==> src/rtl/nibble_serial_adder_pkg.sv <==
// Shared definitions for the nibble-serial adder: FSM encoding, slice width, width check.
// Latency: n/a (types and constants only).
// Backpressure: n/a.
package nibble_serial_adder_pkg;

  // Width of one adder slice; the datapath advances by this many bits per clock.
  localparam int NIB_W = 4;

  typedef enum logic [1:0] {
    ST_IDLE = 2'd0,
    ST_RUN  = 2'd1,
    ST_DONE = 2'd2
  } state_e;

  // Legal operand widths: whole slices, and at least two of them so the carry register matters.
  function automatic bit width_ok(input int w);
    return ((w % NIB_W) == 0) && (w >= 2 * NIB_W);
  endfunction

endpackage

==> src/rtl/nibble_serial_adder_if.sv <==
// Operand/result handshake bundle for nibble_serial_adder; ovf exists only with OVERFLOW_FLAG_EN.
// Latency: n/a (wiring only).
// Backpressure: in_valid/in_ready on the operand side, out_valid/out_ready on the result side.
interface nibble_serial_adder_if #(
  parameter int WIDTH = 16
);

  logic             in_valid;
  logic             in_ready;
  logic [WIDTH-1:0] a;
  logic [WIDTH-1:0] b;
  logic             cy_in;
  logic             out_valid;
  logic             out_ready;
  logic [WIDTH-1:0] sum;
  logic             cy_out;
`ifdef OVERFLOW_FLAG_EN
  logic             ovf;
`endif

`ifdef OVERFLOW_FLAG_EN
  // Operand source / result consumer side.
  modport master (
    output in_valid, a, b, cy_in, out_ready,
    input  in_ready, out_valid, sum, cy_out, ovf
  );

  // Adder side.
  modport slave (
    input  in_valid, a, b, cy_in, out_ready,
    output in_ready, out_valid, sum, cy_out, ovf
  );
`else
  // Operand source / result consumer side.
  modport master (
    output in_valid, a, b, cy_in, out_ready,
    input  in_ready, out_valid, sum, cy_out
  );

  // Adder side.
  modport slave (
    input  in_valid, a, b, cy_in, out_ready,
    output in_ready, out_valid, sum, cy_out
  );
`endif

endinterface

==> src/rtl/nibble_serial_adder_cla4.sv <==
// 4-bit carry-lookahead adder slice: all four carries from generate/propagate terms.
// Latency: purely combinational.
// Backpressure: none.
module four_bit_carry_look_ahead_adder (
  input  logic [3:0] a,
  input  logic [3:0] b,
  input  logic       c_in,
  output logic [3:0] s,
  output logic       c_out
);

  logic [3:0] g;
  logic [3:0] p;
  logic [4:0] c;

  assign g = a & b;
  assign p = a ^ b;

  // Each carry is a flat sum of products so no carry ripples through earlier bits.
  assign c[0] = c_in;
  assign c[1] = g[0] | (p[0] & c_in);
  assign c[2] = g[1] | (p[1] & g[0]) | (p[1] & p[0] & c_in);
  assign c[3] = g[2] | (p[2] & g[1]) | (p[2] & p[1] & g[0])
              | (p[2] & p[1] & p[0] & c_in);
  assign c[4] = g[3] | (p[3] & g[2]) | (p[3] & p[2] & g[1])
              | (p[3] & p[2] & p[1] & g[0])
              | (p[3] & p[2] & p[1] & p[0] & c_in);

  assign s     = p ^ c[3:0];
  assign c_out = c[4];

endmodule

==> src/rtl/nibble_serial_adder.sv <==
// Serial WIDTH-bit adder: one 4-bit CLA slice per clock, carry kept in a register; ovf flag with OVERFLOW_FLAG_EN.
// Latency: accept at edge 0, slices at edges 1..NIB, out_valid after edge NIB; one op per NIB+2 cycles.
// Backpressure: result and flags hold in DONE until out_ready; in_ready is high only in IDLE.
module nibble_serial_adder
  import nibble_serial_adder_pkg::*;
#(
  parameter int WIDTH = 16
) (
  input  logic                 clk,
  input  logic                 rst,
  nibble_serial_adder_if.slave bus
);

  localparam int NIB   = WIDTH / NIB_W;
  localparam int CNT_W = (NIB > 1) ? $clog2(NIB) : 1;

  generate
    if (!width_ok(WIDTH)) begin : g_width_chk
      $error("nibble_serial_adder: WIDTH must be a multiple of 4 and at least 8");
    end
  endgenerate

  state_e             state;
  state_e             state_nxt;
  logic               in_rdy;
  logic               out_vld;

  logic [WIDTH-1:0]   a_sr;
  logic [WIDTH-1:0]   b_sr;
  logic [WIDTH-1:0]   sum_r;
  logic               carry_reg;
  logic [CNT_W-1:0]   cnt;

  logic [NIB_W-1:0]   slice_sum;
  logic               slice_cy;
  logic               accept;
  logic               last_nib;

  assign accept   = bus.in_valid && in_rdy;
  assign last_nib = (cnt == CNT_W'(NIB - 1));

  four_bit_carry_look_ahead_adder u_slice (
    .a     (a_sr[NIB_W-1:0]),
    .b     (b_sr[NIB_W-1:0]),
    .c_in  (carry_reg),
    .s     (slice_sum),
    .c_out (slice_cy)
  );

  // State register; reset abandons any operation in flight.
  always_ff @(posedge clk or posedge rst) begin
    if (rst) begin
      state <= ST_IDLE;
    end else begin
      state <= state_nxt;
    end
  end

  // Next state and handshake outputs, both decoded from the current state only.
  always_comb begin
    state_nxt = state;
    in_rdy    = 1'b0;
    out_vld   = 1'b0;
    case (state)
      ST_IDLE: begin
        in_rdy = 1'b1;
        if (bus.in_valid) begin
          state_nxt = ST_RUN;
        end
      end
      ST_RUN: begin
        if (last_nib) begin
          state_nxt = ST_DONE;
        end
      end
      ST_DONE: begin
        out_vld = 1'b1;
        if (bus.out_ready) begin
          state_nxt = ST_IDLE;
        end
      end
      default: begin
        state_nxt = ST_IDLE;
      end
    endcase
  end

  // Operand capture on accept, then one slice per RUN cycle; sum keeps the last result between ops.
  always_ff @(posedge clk or posedge rst) begin
    if (rst) begin
      a_sr      <= '0;
      b_sr      <= '0;
      sum_r     <= '0;
      carry_reg <= 1'b0;
      cnt       <= '0;
    end else if (accept) begin
      a_sr      <= bus.a;
      b_sr      <= bus.b;
      carry_reg <= bus.cy_in;
      cnt       <= '0;
    end else if (state == ST_RUN) begin
      sum_r[int'(cnt) * NIB_W +: NIB_W] <= slice_sum;
      carry_reg <= slice_cy;
      a_sr      <= a_sr >> NIB_W;
      b_sr      <= b_sr >> NIB_W;
      cnt       <= cnt + CNT_W'(1);
    end
  end

  assign bus.in_ready  = in_rdy;
  assign bus.out_valid = out_vld;
  assign bus.sum       = sum_r;
  // The carry register is only meaningful once the last slice has been added.
  assign bus.cy_out    = out_vld & carry_reg;

`ifdef OVERFLOW_FLAG_EN
  logic a_msb;
  logic b_msb;

  // Operand sign bits, kept because the shift registers lose them during RUN.
  always_ff @(posedge clk or posedge rst) begin
    if (rst) begin
      a_msb <= 1'b0;
      b_msb <= 1'b0;
    end else if (accept) begin
      a_msb <= bus.a[WIDTH-1];
      b_msb <= bus.b[WIDTH-1];
    end
  end

  // Like-signed operands producing an opposite-signed sum.
  assign bus.ovf = out_vld && (a_msb == b_msb) && (sum_r[WIDTH-1] != a_msb);
`endif

endmodule

==> src/flat_wrapper.sv <==
// flat-port wrapper written by rule: the top's interface ports become plain ports
module nibble_serial_adder_flat import nibble_serial_adder_pkg::*;
#(
  parameter int WIDTH = 16
)
  (clk, rst, bus_in_valid, bus_a, bus_b, bus_cy_in, bus_out_ready, bus_in_ready, bus_out_valid, bus_sum, bus_cy_out);
  nibble_serial_adder_if #(.WIDTH(WIDTH)) bus_i ();
  input  logic clk;
  input  logic rst;
  input wire logic [$bits(bus_i.in_valid)-1:0] bus_in_valid;
  input wire logic [$bits(bus_i.a)-1:0] bus_a;
  input wire logic [$bits(bus_i.b)-1:0] bus_b;
  input wire logic [$bits(bus_i.cy_in)-1:0] bus_cy_in;
  input wire logic [$bits(bus_i.out_ready)-1:0] bus_out_ready;
  output wire logic [$bits(bus_i.in_ready)-1:0] bus_in_ready;
  output wire logic [$bits(bus_i.out_valid)-1:0] bus_out_valid;
  output wire logic [$bits(bus_i.sum)-1:0] bus_sum;
  output wire logic [$bits(bus_i.cy_out)-1:0] bus_cy_out;
  assign bus_i.in_valid = bus_in_valid;
  assign bus_i.a = bus_a;
  assign bus_i.b = bus_b;
  assign bus_i.cy_in = bus_cy_in;
  assign bus_i.out_ready = bus_out_ready;
  assign bus_in_ready = bus_i.in_ready;
  assign bus_out_valid = bus_i.out_valid;
  assign bus_sum = bus_i.sum;
  assign bus_cy_out = bus_i.cy_out;
  nibble_serial_adder #(.WIDTH(WIDTH)) u_core (.clk(clk), .rst(rst), .bus(bus_i));
endmodule
==> config.mk <==
export PLATFORM = sky130hd
export DESIGN_NAME = nibble_serial_adder_flat
export DESIGN_NICKNAME = d
export VERILOG_FILES = /design/src/rtl/nibble_serial_adder_pkg.sv /design/src/rtl/nibble_serial_adder_if.sv /design/src/rtl/nibble_serial_adder_cla4.sv /design/src/rtl/nibble_serial_adder.sv /design/src/flat_wrapper.sv
export SDC_FILE = /design/constraint.sdc
export NUM_CORES = 1
export LEC_CHECK = 0
export ABC_AREA = 1
export BUFFER_PORTS_ARGS = -buffer_cell sky130_fd_sc_hd__buf_2
export CORE_AREA = 2 2 81 67
export DETAILED_ROUTE_END_ITERATION = 8
export DIE_AREA = 0 0 83 69
export GPL_ROUTABILITY_DRIVEN = 0
export PLACE_DENSITY = 0.77
export SYNTH_ARGS = -nofsm -noshare
export SYNTH_HDL_FRONTEND = slang
export SYNTH_SLANG_ARGS = --single-unit
==> constraint.sdc <==
create_clock -name clk -period 2.1 [get_ports clk]
set_input_delay 0.315 -clock clk [delete_from_list [all_inputs] [get_ports clk]]
set_output_delay 0.315 -clock clk [all_outputs]
set_load 0.005 [all_outputs]
Word level (Yosys, flattened, before mapping)
Index checks and enable logic that the tools add are counted.
W data, S select, Z words.

cells by class
  bitwise logic cells = 31
  equal/unequal tests = 6
  reduce and logical (&&, ||, !) cells = 5
  shift-type cells = 2
  div/mod/pow operators = 0
  multiplexer cells = 15
  add/sub/neg operators = 2
  magnitude comparators = 0
  multiply operators = 0

operators by type and width
  cell                       count
  $mux W16                   4
  $neg A4 Y33                1
  $shift A4 B33 Y16 const A  1
  $shiftx A4 B33 Y16         1
  $and A1 B1 Y1              17
  $bwmux W16                 1
  $mux W2                    5
  $or A1 B1 Y1               10
  $xor A4 B4 Y4              2
  $pmux W2 S3                1
  $and A4 B4 Y4              1
  $eq A2 B2 Y1 const B       2
  $mux W1                    4
  $ne A2 B2 Y1 const B       2
  $reduce_and A3 Y1          1
  $add A2 B1 Y2 const B      1
  $eq A2 B1 Y1 const B       1
  $logic_not A2 Y1           1
  $ne A2 B1 Y1 const B       1
  $reduce_and A2 Y1          1
  $reduce_bool A2 Y1         1
  $logic_and A1 B1 Y1        1
  $not A1 Y1                 1

storage, ports and cells
  memory bits (writable) = 0
  ROM bits = 0
  bits in registers = 53
  memories kept = 0
  input bits = 37
  latch bits = 0
  output and inout bits = 19

Depth between registers and ports, before layout
  depth in word-level cells = 8
  depth in mapped cells = 10

Cells and area by module
Synthesis repeated with hierarchy kept, for this count alone.

unflattened totals
  cell total of the unflattened synthesis = 326
  area, all modules = 2610.0 sq um

by module, submodules not included
  module                           seq. area each (sq um)  times used  cells each  area an instance (sq um)
  nibble_serial_adder              1326.3                  1           295         2421.1
  four_bit_carry_look_ahead_adder  0.0                     1           31          188.9

Worst setup path after synthesis
Ideal clock, no wire load.

  kind = register to register
  start = reg u_core.cnt[0]
  end = reg u_core.sum_r[3], in the netlist u_core.bus.sum[3]
  path slack = 0.601 ns
  stages on the path, launching flop included = 8
  data arrival time = 1.434 ns
  period minus slack after synthesis = 1.499 ns
  required time = 2.035 ns
  path through = dfrtp_1 inv_1 ha_1 nor3_1 nand2_1 inv_2 nand3_1 nand2_1

on the way
  longest elaborated chain between the ends = 3
  elaborated cells on any way between the ends = 4

RTL lines
  element                                                  RTL line                    source
  start: declaration                                       nibble_serial_adder.sv:32   logic [CNT_W-1:0] cnt;
  start signal: assignment                                 nibble_serial_adder.sv:106  cnt <= cnt + CNT_W'(1);
  $neg A4 Y33 (*)                                          nibble_serial_adder.sv:102  sum_r[int'(cnt) * NIB_W +: NIB_W] <= slice_sum;
  $shiftx A4 B33 Y16 or $shift A4 B33 Y16 (tied branches)  nibble_serial_adder.sv:102
  $bwmux W16 (*)                                           nibble_serial_adder.sv:102
  end signal: indexed assignment                           nibble_serial_adder.sv:102
  end: declaration                                         nibble_serial_adder.sv:30   logic [WIDTH-1:0] sum_r;

Mark *: on every way between the ends. The rest lies on a longest branch, timed or not.
A chain may end at the register's enable or synchronous reset.

Final worst setup path
  start = reg u_core.cnt[0]
  end = reg u_core.sum_r[2], in the netlist u_core.bus.sum[2]

Same word-level chain as after synthesis.

==> metrics.txt <==
outcome=completed; share of cells above drive strength 1=0.299; largest net degree at the start of global routing=28; Post-Syn Area=2570 sq um; die width=83 um; clock sinks=53; global-route wire length before repair=9260 um; Total Wirelength=between 5000 and 6000 um; nets=between 300 and 400; Avg Cell Area, Syn=between 9 and 10 sq um; Synth Register Bits=53; Finish-stage setup viols=0; drt pass-1 iters=4; top cell type's share of synthesized area=0.516; Starting Density=0.522; met2 wire length=roughly 2400 um; I/O Pins=56; Fin Clk Skew=7.74 ps; Setup Buffers After CTS=0; post-synthesis cell type count=31; # fillers=417; Final HPWL DP=3760 um; leakage power=1.55 nW; total number of vias=1984; Fin. Hold Viols=0; slowest CP cell=dfrtp_1; post-synth top area cell=dfrtp_1; CP startpoint kind=flop; Critical Path AT=about 2000 ps; Setup TNS Final=0 ps; DRC viols=0; Rows=23; reported max-cap violation count=0; die height=69 um; worst vdd ir=0.000871 V; asr flop ratio synth=1.00; Num CTS Buffers=5; slew margin rel.=0.646; Core ar.=4920 sq um; RSZ-0062 raised after global routing=no; Area growth, synth to finish=18.1%; most frequent cell after synthesis=nand2_1; CP endpoint kind=flop; WL/cell=12.9 um; worst-path fanout max=8; Hold Crit Class=in2async; CTS tree=yes; EDFF count, synth=0; worst path required time=2330 ps; routed wl met3=136 um; DRT iter0 DRCs=64; CP top delay family=simple AND/OR/NAND/NOR gates; CTS H-Tree Depth=2; quantity of gates resized following cts=0; syn nets=317; gr usage total=0.196; largest cells by area after synthesis=dfrtp_1 52%, nand2_1 11%, o221ai_2 5.3%; input/output buffers=55; Crit Path Class=reg2reg; Util after Layout=0.617; fin crit period=1720 ps; vias per inst=5.05; vias in the first global route=2036; pwr dens=1510 nW/um^2; Gate Count Post-Synth=269; initial antenna violation count=0; clk buf depth=2; Die ar.=around 5700 sq um; clock slew at reported path FFs=90 ps; Area after DPL=2920 sq um; Post-synth top flop=dfrtp_1; Slew @ Worst Pin=between 500 and 600 ps; Buf/Inv on CP=2; GR Overflow Total=0; worst path cell trace=inv_1, ha_1, nor3_1, nand2_1, inv_2, nand2_1, nand2_1; CP max stage delay=470 ps; antenna cells=0; post-route ant nets=0; sequential share of the synthesized area=0.516; CP most frequent cell=nand2_1; Min Hold Slack=43.9 ps; final worst-path cycle share=0.820; total power=~4.6 mW; Synth warnings=0; clk_lat worst skew=300 ps; CTS Hold Bufs=0; CTS root buf=clkbuf_8; Final Max Slew Viols=0; uppermost layer routed=met4; DRT met1 WL=2550 um; fin area=3030 sq um; synth cell count leaders=76 x nand2_1, 53 x dfrtp_1, 35 x inv_1; Fmax=approximately 0.58 GHz
==> logic make-up (layout without fill, tap and decap cells) <==
kind of cell / count (synthesis) / in the layout / synth area share
fa+ha+maj: 11 / 11 / 0.0565
compound gates: 50 / 50 / 0.159
xor+xnor: 2 / 2 / 0.00682
simple gates: 103 / 103 / 0.177
flops: 53 / 53 / 0.516
buf+inv: 50 / 112 / 0.0843
==> worst paths after layout <==
kind                                        start                end  slack (ps)  cells past startpoint
worst max register to register      u_core.cnt[0]  u_core.bus.sum[2]         380                      7
worst min register to register  u_core.bus.sum[7]  u_core.bus.sum[7]         480                      2
min in group clk                    bus_out_ready    u_core.state[1]         190                      2
max in group asynchronous                     rst    u_core.a_sr[10]        1460                      3
worst max-delay path                u_core.cnt[0]  u_core.bus.sum[2]         380                      7
worst min-delay path                          rst  u_core.bus.sum[4]          40                      2
==> stage by stage <==
| step | std cells | setup WS (ps) |
|---|---|---|
| 2_1_floorplan | 269 | 499 |
| 3_3_place_gp | 385 | 491 |
| 3_5_place_dp | 385 | 411 |
| 4_1_cts | 393 | 380 |
| 5_1_grt | 393 | 247 |
| 6_report | 393 | 378 |
==> power by group <==
part | internal (mW) | switching [mW] | leakage [nW]
registers | 1.44 | 0.217 | 0.690
logic | 0.825 | 1.40 | 0.806
clock network | 0.389 | 0.318 | 0.0585
total | 2.65 | 1.94 | 1.55
==> per-layer routing <==
layer | global-route usage | vias up
li1 | - | 1009
met1 | 0.273 | 940
met2 | 0.315 | 30
met3 | 0.0347 | 5
met4 | 0.0601 | 0
met5 | 0 | -
==> cell type report <==
type | instances | area [sq um] | share of cell area
timing repair buffer | 62 | 328 | 0.108
clock inverter | 1 | 30.0 | 0.00990
tap | 62 | 77.6 | 0.0256
inverter | 42 | 160 | 0.0528
multi-input combinational | 166 | 1030 | 0.338
clock buffer | 7 | 86.3 | 0.0285
sequential | 53 | 1330 | 0.437
==> placed cells by master, fill, tap and decap left out <==
cell	n
o21ai_1	5
nor2_1	7
a21oi_1	1
ha_1	10
dfrtp_1	53
nand2_4	3
inv_2	7
nand2_2	3
a21o_1	1
nor2_2	2
nor2_4	1
nand4_2	1
nand4_1	3
o21ai_0	13
o221ai_1	7
a22o_1	1
inv_4	1
o221ai_2	9
o21ai_2	3
clkbuf_8	6
buf_4	7
o31ai_1	2
o211ai_1	8
clkbuf_1	1
nand2_1	76
fa_1	1
xor2_1	1
nand3_1	5
nor3_1	2
bufinv_16	1
inv_1	34
xnor2_1	1
buf_2	55
Note: power is estimated with default switching activity, not from simulation.
